--- config.mk ---
export PLATFORM = sky130hd
export DESIGN_NAME = pc_fetch
export DESIGN_NICKNAME = d
export VERILOG_FILES = /design/src/rtl/pc_fetch.sv
export SDC_FILE = /design/constraint.sdc
export NUM_CORES = 1
export LEC_CHECK = 0
export CELL_PAD_IN_SITES_DETAIL_PLACEMENT = 1
export CELL_PAD_IN_SITES_GLOBAL_PLACEMENT = 2
export CORE_MARGIN = 3
export CORE_UTILIZATION = 27
export DETAILED_ROUTE_END_ITERATION = 16
export PLACE_DENSITY_LB_ADDON = 0.1
export RECOVER_POWER = 25
export SETUP_SLACK_MARGIN = 0.5
export SYNTH_ARGS = -nofsm -noshare
export SYNTH_HDL_FRONTEND = slang
export SYNTH_SLANG_ARGS = --single-unit
export TNS_END_PERCENT = 1
--- constraint.sdc ---
create_clock -name clk -period 10.3 [get_ports clk]
set_clock_uncertainty 0.05 [all_clocks]
set_input_delay 1.03 -clock clk [delete_from_list [all_inputs] [get_ports clk]]
set_output_delay 1.03 -clock clk [all_outputs]
set_load 0.02 [all_outputs]
--- src/rtl/pc_fetch.sv ---
// Program counter and instruction fetch for the single-cycle MIPS core.
// Fetches over a req/ack handshake, holds the instruction through EXEC, then commits next PC.
module pc_fetch #(
   parameter logic [31:0] RESET_PC = 32'h0000_0000
) (
   input  logic        clk,
   input  logic        rst,
   output logic        imem_req,
   output logic [31:0] imem_addr,
   input  logic        imem_ack,
   input  logic [31:0] imem_rdata,
   output logic [31:0] instr,
   output logic        instr_valid,
   input  logic        stall,
   input  logic [3:0]  NPCOp,
   input  logic [31:0] rs_data,
   input  logic [31:0] rt_data,
   output logic [31:0] pc,
   output logic [31:0] pc_plus4,
   output logic        misalign
);

   localparam int unsigned XLEN = 32;

   // Next-PC codes shared with ctrl_unit
   localparam logic [3:0] NPC_PLUS4 = 4'd0;
   localparam logic [3:0] NPC_BEQ   = 4'd1;
   localparam logic [3:0] NPC_BNE   = 4'd2;
   localparam logic [3:0] NPC_BLEZ  = 4'd3;
   localparam logic [3:0] NPC_BGTZ  = 4'd4;
   localparam logic [3:0] NPC_BLTZ  = 4'd5;
   localparam logic [3:0] NPC_BGEZ  = 4'd6;
   localparam logic [3:0] NPC_JUMP  = 4'd7;
   localparam logic [3:0] NPC_JUMPR = 4'd8;

   typedef enum logic [1:0] {
      S_IDLE = 2'd0,
      S_REQ  = 2'd1,
      S_EXEC = 2'd2,
      S_HALT = 2'd3
   } state_e;

   state_e            state_q, state_d;
   logic [XLEN-1:0]   pc_q, pc_d;
   logic [XLEN-1:0]   instr_q, instr_d;
   logic              instr_valid_q, instr_valid_d;
   logic              imem_req_q, imem_req_d;
   logic              misalign_q, misalign_d;

   logic [XLEN-1:0]   sext_shl;
   logic [XLEN-1:0]   branch_tgt;
   logic [XLEN-1:0]   next_pc;
   logic              rs_neg;
   logic              rs_zero;
   logic              jumpr_bad;

   assign pc_plus4  = pc_q + XLEN'(4);
   assign pc        = pc_q;
   assign imem_addr = pc_q;
   assign instr     = instr_q;
   assign instr_valid = instr_valid_q;
   assign imem_req  = imem_req_q;
   assign misalign  = misalign_q;

   // Target selection from the current instruction and register operands
   always_comb begin
      sext_shl   = {{14{instr_q[15]}}, instr_q[15:0], 2'b00};
      branch_tgt = pc_plus4 + sext_shl;
      rs_neg     = rs_data[XLEN-1];
      rs_zero    = (rs_data == '0);
      jumpr_bad  = (NPCOp == NPC_JUMPR) && (rs_data[1:0] != 2'b00);
      next_pc    = pc_plus4;
      case (NPCOp)
         NPC_PLUS4: next_pc = pc_plus4;
         NPC_BEQ:   if (rs_data == rt_data)  next_pc = branch_tgt;
         NPC_BNE:   if (rs_data != rt_data)  next_pc = branch_tgt;
         NPC_BLEZ:  if (rs_neg || rs_zero)   next_pc = branch_tgt;
         NPC_BGTZ:  if (!rs_neg && !rs_zero) next_pc = branch_tgt;
         NPC_BLTZ:  if (rs_neg)              next_pc = branch_tgt;
         NPC_BGEZ:  if (!rs_neg)             next_pc = branch_tgt;
         NPC_JUMP:  next_pc = {pc_plus4[31:28], instr_q[25:0], 2'b00};
         NPC_JUMPR: next_pc = rs_data;
         default:   next_pc = pc_plus4;
      endcase
   end

   always_comb begin
      state_d    = state_q;
      pc_d       = pc_q;
      instr_d    = instr_q;
      misalign_d = misalign_q;
      case (state_q)
         S_IDLE: state_d = S_REQ;
         S_REQ: begin
            if (imem_ack) begin
               instr_d = imem_rdata;
               state_d = S_EXEC;
            end
         end
         S_EXEC: begin
            if (!stall) begin
               if (jumpr_bad) begin
                  misalign_d = 1'b1;
                  state_d    = S_HALT;
               end else begin
                  pc_d    = next_pc;
                  state_d = S_REQ;
               end
            end
         end
         S_HALT:  state_d = S_HALT;
         default: state_d = S_IDLE;
      endcase
      // Outputs are registered versions of the upcoming state
      imem_req_d    = (state_d == S_REQ);
      instr_valid_d = (state_d == S_EXEC);
   end

   always_ff @(posedge clk) begin
      if (rst) begin
         state_q       <= S_IDLE;
         pc_q          <= RESET_PC;
         instr_q       <= '0;
         instr_valid_q <= 1'b0;
         imem_req_q    <= 1'b0;
         misalign_q    <= 1'b0;
      end else begin
         state_q       <= state_d;
         pc_q          <= pc_d;
         instr_q       <= instr_d;
         instr_valid_q <= instr_valid_d;
         imem_req_q    <= imem_req_d;
         misalign_q    <= misalign_d;
      end
   end

endmodule

==> run_results.csv <==
group,metric,value,unit
cells_and_area,area_delta_synth_final,39.4,%
setup_path,endpoint_kind,"flip-flop",
routing,dr.pass1.iters,4,
clocking,hold_buffers,0,
floorplan,rows,57,
timing,setup_viol,0,
setup_path,worstPathArrival,4910,ps
min_path,hp-class,"flip-flop to flip-flop",
yosys,yosysSeqAreaShare,0.202,
routing,drt-vias-per-instance,5.46,
floorplan,ios,235,
global_route,grt_pass1_vias,8053,
placed_design,io_buffers,234,
clocking,ctsRootBufferMaster,"clkbuf_16",
job,drv_cap,1,
cells_and_area,register_area,0.00138,sq mm
timing,tightest_slew,1910,ps
cells_and_area,nFillCells,3043,
clocking,postCtsSetupBuffers,0,
yosys,ys_types,77,
routing,drc_errors,0,
setup_path,critPathRequiredTime,10530,ps
floorplan,die_w,165,microns
outcome,outcome,"complete, but fails checks",
global_route,overflow,0,
timing,drv_slew,35,
cells_and_area,fin_util,0.387,
cells_and_area,instances_no_fill,1466,
setup_path,path_max_fanout,20,
clocking,cts.sinks,69,
clocking,cts_tree,"built",
global_route,grt_pass1_wl,52.1,mm
yosys,syn_avg_cell_area,7.06,sq um
timing,fin_crit_sh,0.455,
cells_and_area,multi_input_area,0.00495,sq mm
global_route,grt_max_degree,54,
timing,finalHoldViolations,0,
setup_path,crit_slowest_cell,"clkdlybuf4s50_1",
clocking,cts_buffer_depth,2,
yosys,syn_inst,967,
cells_and_area,final_area,0.00953,sq mm
power,cellPowerDensity,93.4,mW/mm^2
global_route,antenna_found_initial,0,
timing,max_freq,0.213,GHz
yosys,netlist_area,0.00683,sq mm
placed_design,dp.cells,1450,
timing,max_slew_margin,-0.276,
yosys,synthFlopType,"dfxtp_1",
routing,vias,8000,
clocking,clock_latency,360,ps
yosys,ys_async_sr_fraction,0,
placed_design,pre_cts_ws,5230,ps
clocking,cts_max_level,3,
routing,wl,35.3,mm
setup_path,slowest_delay,990,ps
timing,finalSetupTns,0,ps
placed_design,placed_cell_area,0.00920,sq mm
routing,ant_nets,0,
setup_path,cp_top_family,"compound AO/OA/AOI/OAI gates",
global_route,grtUsageTotal,0.255,
floorplan,die_h,165,microns
clocking,cts.repair.resized,0,
power,cellLeakagePower,3.60,nW
setup_path,start_kind,"input port",
cells_and_area,diodes,0,
placed_design,gp_congestion,0.864,
setup_path,crit_chain,"clkdlybuf4s50_1 -> nor3_2 -> xnor2_1 -> a211oi_1 -> a21o_1 -> a31oi_1 -> o21ai_0 -> a21o_1 -> a31oi_1",
cells_and_area,nets,1276,
floorplan,initial_core_util,0.278,
placed_design,dp_hpwl,27.7,mm
setup_path,path_buf_inv,1,
routing,wl_per_cell,24.1,microns
clocking,numCtsBuffers,9,
yosys,ys_seq_elements,69,
timing,period_minus_slack,4690,ps
floorplan,core_area,0.0246,sq mm
outcome,violations,"capacitance limit, slew limit",
routing,drtIter0Drc,478,
yosys,yosysWarnings,0,
clocking,clk_pin_slew,60,ps
timing,fin_ws,5610,ps
yosys,synth_nets,1106,
timing,rsz0062_at_grt,"false",
setup_path,crit_type,"input port to flip-flop",
cells_and_area,drive_gt1_frac,0.0377,
power,peakVddDrop,0.0807,mV
yosys,synth_edf_count,0,
floorplan,dieArea,0.0272,sq mm
==> cells by family after synthesis <==
| kind of cell | after synthesis | synth area share |
|---|---|---|
| fa+ha+maj | 35 | 0.0652 |
| flops | 69 | 0.202 |
| simple gates | 388 | 0.268 |
| buf+inv | 100 | 0.0760 |
| xor+xnor | 86 | 0.110 |
| compound gates | 285 | 0.273 |
| mux | 4 | 0.00604 |
==> registers in the layout, summed over array words and instances, names as in the netlist <==
name         count
imem_addr       32
instr           32
state_q          2
imem_req         1
instr_valid      1
misalign         1
==> cells in the mapped netlist, drive strengths merged, types with 6 or more instances <==
master	n	share of area
a211oi	13	0.015
dfxtp	69	0.20
o211ai	7	0.0077
inv	17	0.0093
and4	7	0.0090
nor4	18	0.017
a221oi	9	0.012
xor2	48	0.062
nand4	17	0.016
and3	13	0.012
nor2b	7	0.0064
o22ai	6	0.0055
nand3	30	0.022
or2	7	0.0064
a21oi	92	0.068
and2	8	0.0073
ha	34	0.062
a31oi	17	0.016
xnor2	38	0.049
a221o	10	0.015
nand2	146	0.080
nor2	95	0.052
clkbuf	41	0.023
a21o	16	0.018
buf	42	0.044
nor3	18	0.015
o21ai	54	0.040
a311oi	6	0.0077
==> cells in the final DEF, fill, tap and decap left out, types with 9 or more instances in the layout <==
cell type,Yosys,final
a221oi_1,9,9
a211oi_1,12,12
dfxtp_1,69,69
nand2_1,146,146
o21ai_0,46,46
a221o_1,10,10
ha_1,34,34
nor3_1,16,16
clkdlybuf4s50_1,0,216
xor2_1,48,48
a21o_1,16,16
inv_1,17,17
and3_1,13,13
clkbuf_16,0,9
dlygate4sd3_1,0,17
a31oi_1,17,17
xnor2_1,38,37
nor2_1,95,93
a21oi_1,91,91
nand4_1,17,17
nor4_1,17,17
nand3_1,30,30
==> tightest hold or removal path, stage by stage (launching register included) <==
cell	delay (ps)
dfxtp_1	310
nand2_1	50
a21oi_1	50
==> routing by layer <==
layer  GRT usage  up-vias  share of wire
met5           0        -              0
met4      0.0538        0          0.017
met3      0.0549       32          0.058
met2       0.407      240           0.46
met1       0.353     3905           0.47
li1            -     3823              -
==> final timing paths <==
| check | to | slack (ps) | depth (start not counted) | start |
|---|---|---|---|---|
| setup / recovery | imem_addr[28] | 5610 | 9 | NPCOp[2] |
| hold / removal | instr[31] | 400 | 2 | instr[31] |
| setup reg to reg | imem_addr[30] | 5730 | 14 | imem_addr[4] |
| hold reg to reg | instr[31] | 400 | 2 | instr[31] |
==> stage by stage <==
step                total power, W  hold WS [ps]
finish                    0.000890           401
floorplan                 0.000413           472
global route              0.000927           429
CTS                       0.000898           408
global placement          0.000539           393
detailed placement        0.000540           401
==> report_power, final <==
group / total (W) / internal [W] / switching [W] / leakage (nW)
clock: 0.000356 / 0.000215 / 0.000142 / 0.154
sequential: 0.000293 / 0.000277 / 0.0000164 / 0.560
combinational: 0.000240 / 0.000101 / 0.000139 / 2.89
==> layout make-up <==
cell class,count,share of cell area
Clock inverter,6,0.00985
Inverter,17,0.00670
Timing Repair Buffer,242,0.252
Sequential cell,69,0.145
Multi-Input combinational cell,798,0.520
Tap cell,324,0.0426
Clock buffer,10,0.0240
No activity file was read; power rests on OpenSTA's default activity.
